File: src/rtl/vga_pkg.sv
// Shared VGA timing defaults (640x480 @ 60 Hz), derived totals, sync windows
// and the coordinate type used by the sync generator.
package vga_pkg;

    localparam int COORD_W   = 10;
    localparam int MAX_TOTAL = 1 << COORD_W;

    localparam int DEF_CLK_DIV = 4;

    localparam int DEF_H_DISP = 640;
    localparam int DEF_H_FP   = 16;
    localparam int DEF_H_SYNC = 96;
    localparam int DEF_H_BP   = 48;

    localparam int DEF_V_DISP = 480;
    localparam int DEF_V_FP   = 10;
    localparam int DEF_V_SYNC = 2;
    localparam int DEF_V_BP   = 33;

    localparam int DEF_H_TOTAL = DEF_H_DISP + DEF_H_FP + DEF_H_SYNC + DEF_H_BP;
    localparam int DEF_V_TOTAL = DEF_V_DISP + DEF_V_FP + DEF_V_SYNC + DEF_V_BP;

    localparam int DEF_H_SYNC_START = DEF_H_DISP + DEF_H_FP;
    localparam int DEF_H_SYNC_END   = DEF_H_SYNC_START + DEF_H_SYNC - 1;
    localparam int DEF_V_SYNC_START = DEF_V_DISP + DEF_V_FP;
    localparam int DEF_V_SYNC_END   = DEF_V_SYNC_START + DEF_V_SYNC - 1;

    typedef logic [COORD_W-1:0] coord_t;

    function automatic logic in_window(input coord_t c, input int lo, input int hi);
        return (int'(c) >= lo) && (int'(c) <= hi);
    endfunction

endpackage

File: src/rtl/divisor_pixel.sv
// Pixel-rate divider: counts system clocks and flags the last one of each
// pixel period.
module divisor_pixel
    import vga_pkg::*;
#(
    parameter int CLK_DIV = DEF_CLK_DIV
) (
    input  logic CLK,
    input  logic RESET_N,
    output logic p_tick
);

    localparam int DIV_W = (CLK_DIV > 1) ? $clog2(CLK_DIV) : 1;
    localparam logic [DIV_W-1:0] DIV_LAST = DIV_W'(CLK_DIV - 1);

    logic [DIV_W-1:0] div_cnt_q;
    logic [DIV_W-1:0] div_cnt_d;

    // Tick decoded straight from the register so it has no extra latency.
    assign p_tick = (div_cnt_q == DIV_LAST);

    always_comb begin
        div_cnt_d = div_cnt_q + DIV_W'(1);
        if (p_tick) begin
            div_cnt_d = '0;
        end
    end

    always_ff @(posedge CLK or negedge RESET_N) begin
        if (!RESET_N) begin
            div_cnt_q <= '0;
        end else begin
            div_cnt_q <= div_cnt_d;
        end
    end

endmodule

File: src/rtl/vga_sincronizador.sv
// VGA sync generator: pixel/line counters, registered sync and blanking
// outputs, and a once-per-frame strobe for tear-free updates.
module vga_sincronizador
    import vga_pkg::*;
#(
    parameter int CLK_DIV = DEF_CLK_DIV,
    parameter int H_DISP  = DEF_H_DISP,
    parameter int H_FP    = DEF_H_FP,
    parameter int H_SYNC  = DEF_H_SYNC,
    parameter int H_BP    = DEF_H_BP,
    parameter int V_DISP  = DEF_V_DISP,
    parameter int V_FP    = DEF_V_FP,
    parameter int V_SYNC  = DEF_V_SYNC,
    parameter int V_BP    = DEF_V_BP
) (
    input  logic               CLK,
    input  logic               RESET_N,
    output logic               p_tick,
    output logic [COORD_W-1:0] pix_x,
    output logic [COORD_W-1:0] pix_y,
    output logic               hsync,
    output logic               vsync,
    output logic               video_on,
    output logic               frame_end
);

    localparam int H_TOTAL      = H_DISP + H_FP + H_SYNC + H_BP;
    localparam int V_TOTAL      = V_DISP + V_FP + V_SYNC + V_BP;
    localparam int H_SYNC_START = H_DISP + H_FP;
    localparam int H_SYNC_END   = H_SYNC_START + H_SYNC - 1;
    localparam int V_SYNC_START = V_DISP + V_FP;
    localparam int V_SYNC_END   = V_SYNC_START + V_SYNC - 1;

    localparam coord_t H_LAST = coord_t'(H_TOTAL - 1);
    localparam coord_t V_LAST = coord_t'(V_TOTAL - 1);

    generate
        if (H_TOTAL > MAX_TOTAL || V_TOTAL > MAX_TOTAL) begin : g_bad_total
            $error("vga_sincronizador: H_TOTAL/V_TOTAL exceed coordinate range");
        end
        if (CLK_DIV < 2) begin : g_bad_div
            $error("vga_sincronizador: CLK_DIV must be at least 2");
        end
    endgenerate

    coord_t h_cnt_q, h_cnt_d;
    coord_t v_cnt_q, v_cnt_d;
    logic   hsync_q, hsync_d;
    logic   vsync_q, vsync_d;
    logic   video_q, video_d;
    logic   h_last;
    logic   v_last;

    divisor_pixel #(
        .CLK_DIV (CLK_DIV)
    ) u_divisor_pixel (
        .CLK     (CLK),
        .RESET_N (RESET_N),
        .p_tick  (p_tick)
    );

    assign h_last = (h_cnt_q == H_LAST);
    assign v_last = (v_cnt_q == V_LAST);

    // Sync and blanking are decoded from the next counts so the registered
    // versions line up with the pix_x/pix_y they accompany.
    always_comb begin
        h_cnt_d = h_cnt_q;
        v_cnt_d = v_cnt_q;
        if (p_tick) begin
            h_cnt_d = h_last ? '0 : h_cnt_q + coord_t'(1);
            if (h_last) begin
                v_cnt_d = v_last ? '0 : v_cnt_q + coord_t'(1);
            end
        end
        hsync_d = !in_window(h_cnt_d, H_SYNC_START, H_SYNC_END);
        vsync_d = !in_window(v_cnt_d, V_SYNC_START, V_SYNC_END);
        video_d = (int'(h_cnt_d) < H_DISP) && (int'(v_cnt_d) < V_DISP);
    end

    always_ff @(posedge CLK or negedge RESET_N) begin
        if (!RESET_N) begin
            h_cnt_q <= '0;
            v_cnt_q <= '0;
            hsync_q <= 1'b1;
            vsync_q <= 1'b1;
            video_q <= 1'b1;
        end else begin
            h_cnt_q <= h_cnt_d;
            v_cnt_q <= v_cnt_d;
            hsync_q <= hsync_d;
            vsync_q <= vsync_d;
            video_q <= video_d;
        end
    end

    assign pix_x     = h_cnt_q;
    assign pix_y     = v_cnt_q;
    assign hsync     = hsync_q;
    assign vsync     = vsync_q;
    assign video_on  = video_q;
    assign frame_end = p_tick & h_last & v_last;

endmodule

File: config.mk
export PLATFORM = sky130hd
export DESIGN_NAME = vga_sincronizador
export DESIGN_NICKNAME = d
export VERILOG_FILES = /design/src/rtl/vga_pkg.sv /design/src/rtl/divisor_pixel.sv /design/src/rtl/vga_sincronizador.sv
export SDC_FILE = /design/constraint.sdc
export NUM_CORES = 1
export LEC_CHECK = 0
export CAP_MARGIN = 10
export CORE_MARGIN = 8
export CORE_UTILIZATION = 50
export CTS_CLUSTER_DIAMETER = 80
export DETAILED_ROUTE_END_ITERATION = 10
export MAX_ROUTING_LAYER = met4
export PLACE_DENSITY = 0.9
export SLEW_MARGIN = 20
export SYNTH_ARGS = -nofsm -noshare
export SYNTH_HDL_FRONTEND = slang
export SYNTH_HIERARCHICAL = 1
export SYNTH_SLANG_ARGS = --single-unit
File: constraint.sdc
create_clock -name CLK -period 2.44 [get_ports CLK]
set_clock_uncertainty 0.15 [all_clocks]
set_input_delay 0.244 -clock CLK [delete_from_list [all_inputs] [get_ports CLK]]
set_output_delay 0.244 -clock CLK [all_outputs]
set_load 0.02 [all_outputs]
==> metrics.md <==
| Metric | Value |
|---|---|
| Status | `finished, violations left` |
| Failing checks | `negative setup slack` |
| Fin Setup TNS | `-2.66 ps` |
| Achievable clock frequency | `0.409 GHz` |
| Drt first-iter violations | `59` |
| H-tree levels | `1` |
| Slew Viols, Final | `0` |
| Post-Synthesis Cells | `133` |
| Vias per cell | `5.86` |
| Gr usage total | `0.154` |
| Synth Cell Area | `0.00133 mm2` |
| Detailed Routing Iterations Pass 1 | `4` |
| Global route overflow | `0` |
| Pleak | `0.829 nW` |
| Final hold vios | `0` |
| Worst EP arrival | `2050 ps` |
| Synthesized area per cell | `9.99 um2` |
| Synthesized Nets | `139` |
| Worst-path cell chain | `or4b_4, or4_4, nor2_4, buf_6` |
| VDD IR max | `0.360 mV` |
| Post-synth EDFFs | `0` |
| Final nets | `186` |
| CP max stage cell | `or4b_4` |
| DRC violations left | `0` |
| Slew @ Worst Pin | `472 ps` |
| CP Max Fanout | `2` |
| Vias in the first global route | `1151` |
| Antenna viol nets, final | `0` |
| Most frequent cells in the layout | `clkdlybuf4s50_1 (25), dfrtp_1 (22), buf_4 (19)` |
| Clk sinks | `25` |
| Routed wire length | `3.37 mm` |
| WL/cell | `16.1 um` |
| Final min period | `2440 ps` |
| Site row count | `18` |
| CP endpoint kind | `primary output` |
| Setup WS pre-CTS | `-156 ps` |
| Crit path largest cell delay | `560 ps` |
| Largest net degree at the start of global routing | `26` |
| Share of layout cells above drive strength 1 | `0.235` |
| Hold Path Class | `primary input to asynchronous set/reset pin` |
| Die ar. | `0.00456 mm2` |
| Final setup margin | `-2.66 ps` |
| Top Ports | `27` |
| Syn. warnings | `6` |
| Distinct cells, synth | `40` |
| Final setup viols | `1` |
| Layout overhead on the synthesized area | `36.0%` |
| Commonest non-fill, non-tap cell in the layout | `clkdlybuf4s50_1` |
| First-pass GRT wire length | `5.33 mm` |
| Input/output buffers | `26` |
| Synth area leaders | `dfrtp_1 (41%), dfstp_2 (5.9%), xnor2_1 (4.6%)` |
| TritonCTS Buffers | `3` |
| Clock Path Buffers | `2` |
| Post-synth top area cell | `dfrtp_1` |
| Post-synth top area share | `0.414` |
| WS Path Type | `flop to primary output` |
| # diodes | `0` |
| Final worst path period share | `1.00` |
| Initial antenna violation count | `0` |
| CP required | `2050 ps` |
| Crit path launch type | `flop` |
| WHS | `125 ps` |
| FF-to-FF setup slack | `110 ps` |
| Number of max-cap violations | `0` |
| Hold_buf cts | `0` |
| Core Box Area | `0.00250 mm2` |
| RSZ-0062 raised after global routing | `true` |
| Via Count | `1224` |
| DP HPWL | `2.51 mm` |
| Worst relative slew slack | `0.683` |
| Clk pin slew, worst setup/hold paths | `150 ps` |
| CTS tree | `done` |
| Sequential area share after synthesis | `0.474` |
| Gpl congestion | `1.01` |
| Synth Register Bits | `25` |
| Die Ht | `67.6 um` |
| Die width | `67.6 um` |
| Top FF cell, synth | `dfrtp_1` |
| Clock Latency Late Sink | `320 ps` |
| Pwr dens | `341 mW/mm2` |
| Asr flop ratio synth | `1.00` |
| Initial Utilization | `0.532` |
| CTS Root Cell | `clkbuf_4` |
-- logic make-up after synthesis --
logic type / after synthesis / share of synthesized area
xor+xnor: 14 / 0.0923
buf+inv: 8 / 0.0254
flops: 25 / 0.474
mux: 1 / 0.00847
compound gates: 18 / 0.104
fa+ha+maj: 4 / 0.0377
simple gates: 63 / 0.259
-- worst max-delay path, delay by kind of cell, from the launching register on --
| kind | cells | cell delay [ps] |
|---|---|---|
| AND/OR/NAND/NOR | 3 | 1190 |
| flip-flops | 1 | 410 |
| buffers and inverters | 1 | 130 |
-- area by class of cell --
| type | instances | area [um2] |
|---|---|---|
| Fill cell | 181 | 693 |
| Tap cell | 30 | 37.5 |
| Inverter | 5 | 18.8 |
| Timing Repair Buffer | 45 | 404 |
| Sequential cell | 25 | 629 |
| Clock buffer | 3 | 22.5 |
| Multi-Input combinational cell | 100 | 689 |
| Clock inverter | 1 | 5.00 |
-- registers in the layout, indices dropped and copies added, names as in the netlist --
signal                     cells
hsync                          1
pix_x                         10
pix_y                         10
u_divisor_pixel/div_cnt_q      2
video_on                       1
vsync                          1
-- power breakdown --
part,internal [mW],switching [mW]
Clock,0.0614,0.129
Sequential,0.415,0
Combinational,0.00246,0.00818
-- Yosys cell counts, drive strengths merged (2+ instances only) --
master,number
o21ai,7
nand3,10
inv,5
a21oi,2
dfrtp,22
and4,4
nand4,4
xor2,7
xnor2,7
or3,3
nor2,9
buf,2
dfstp,3
nand2,14
and3,3
nor3,6
and2,3
ha,4
-- metrics by stage --
| stage | cell area [um2] | cells | util | power, mW |
|---|---|---|---|---|
| finish | 1810 | 209 | 0.723 | 0.616 |
| floorplan | 1330 | 133 | - | 0.422 |
| global placement | 1750 | 204 | 0.699 | 0.433 |
| CTS | 1790 | 208 | 0.716 | 0.618 |
| global route | 1810 | 209 | 0.723 | 0.638 |
| detailed placement | 1750 | 204 | 0.699 | 0.433 |
-- what timing repair did --
action,in CTS,in global routing
setup buffers,0,1
cloned,0,0
setup endpoints to repair,1,2
pin swaps,2,4
gates resized for setup,10,3
-- worst paths after layout --
path                       depth (start not counted)                                     end                                    from
max                                                4                               frame_end                      pix_y[8]$_DFF_PN0_
min                                                2                      pix_y[0]$_DFF_PN0_                                 RESET_N
max reg2reg                                        8                      video_on$_DFF_PN1_                      pix_y[0]$_DFF_PN0_
min reg2reg                                        1  u_divisor_pixel/div_cnt_q[0]$_DFF_PN0_  u_divisor_pixel/div_cnt_q[0]$_DFF_PN0_
max in group asynchronous                          2                         hsync$_DFF_PN1_                                 RESET_N
min in group CLK                                   1  u_divisor_pixel/div_cnt_q[0]$_DFF_PN0_  u_divisor_pixel/div_cnt_q[0]$_DFF_PN0_
-- routing by layer --
metal,share of wire,global-route usage,vias up
met5,0,-,-
met4,0.018,0.0444,0
met3,0.070,0.0348,10
met2,0.49,0.262,49
met1,0.42,0.177,592
li1,-,-,573
(Power assumes the default switching activity.)
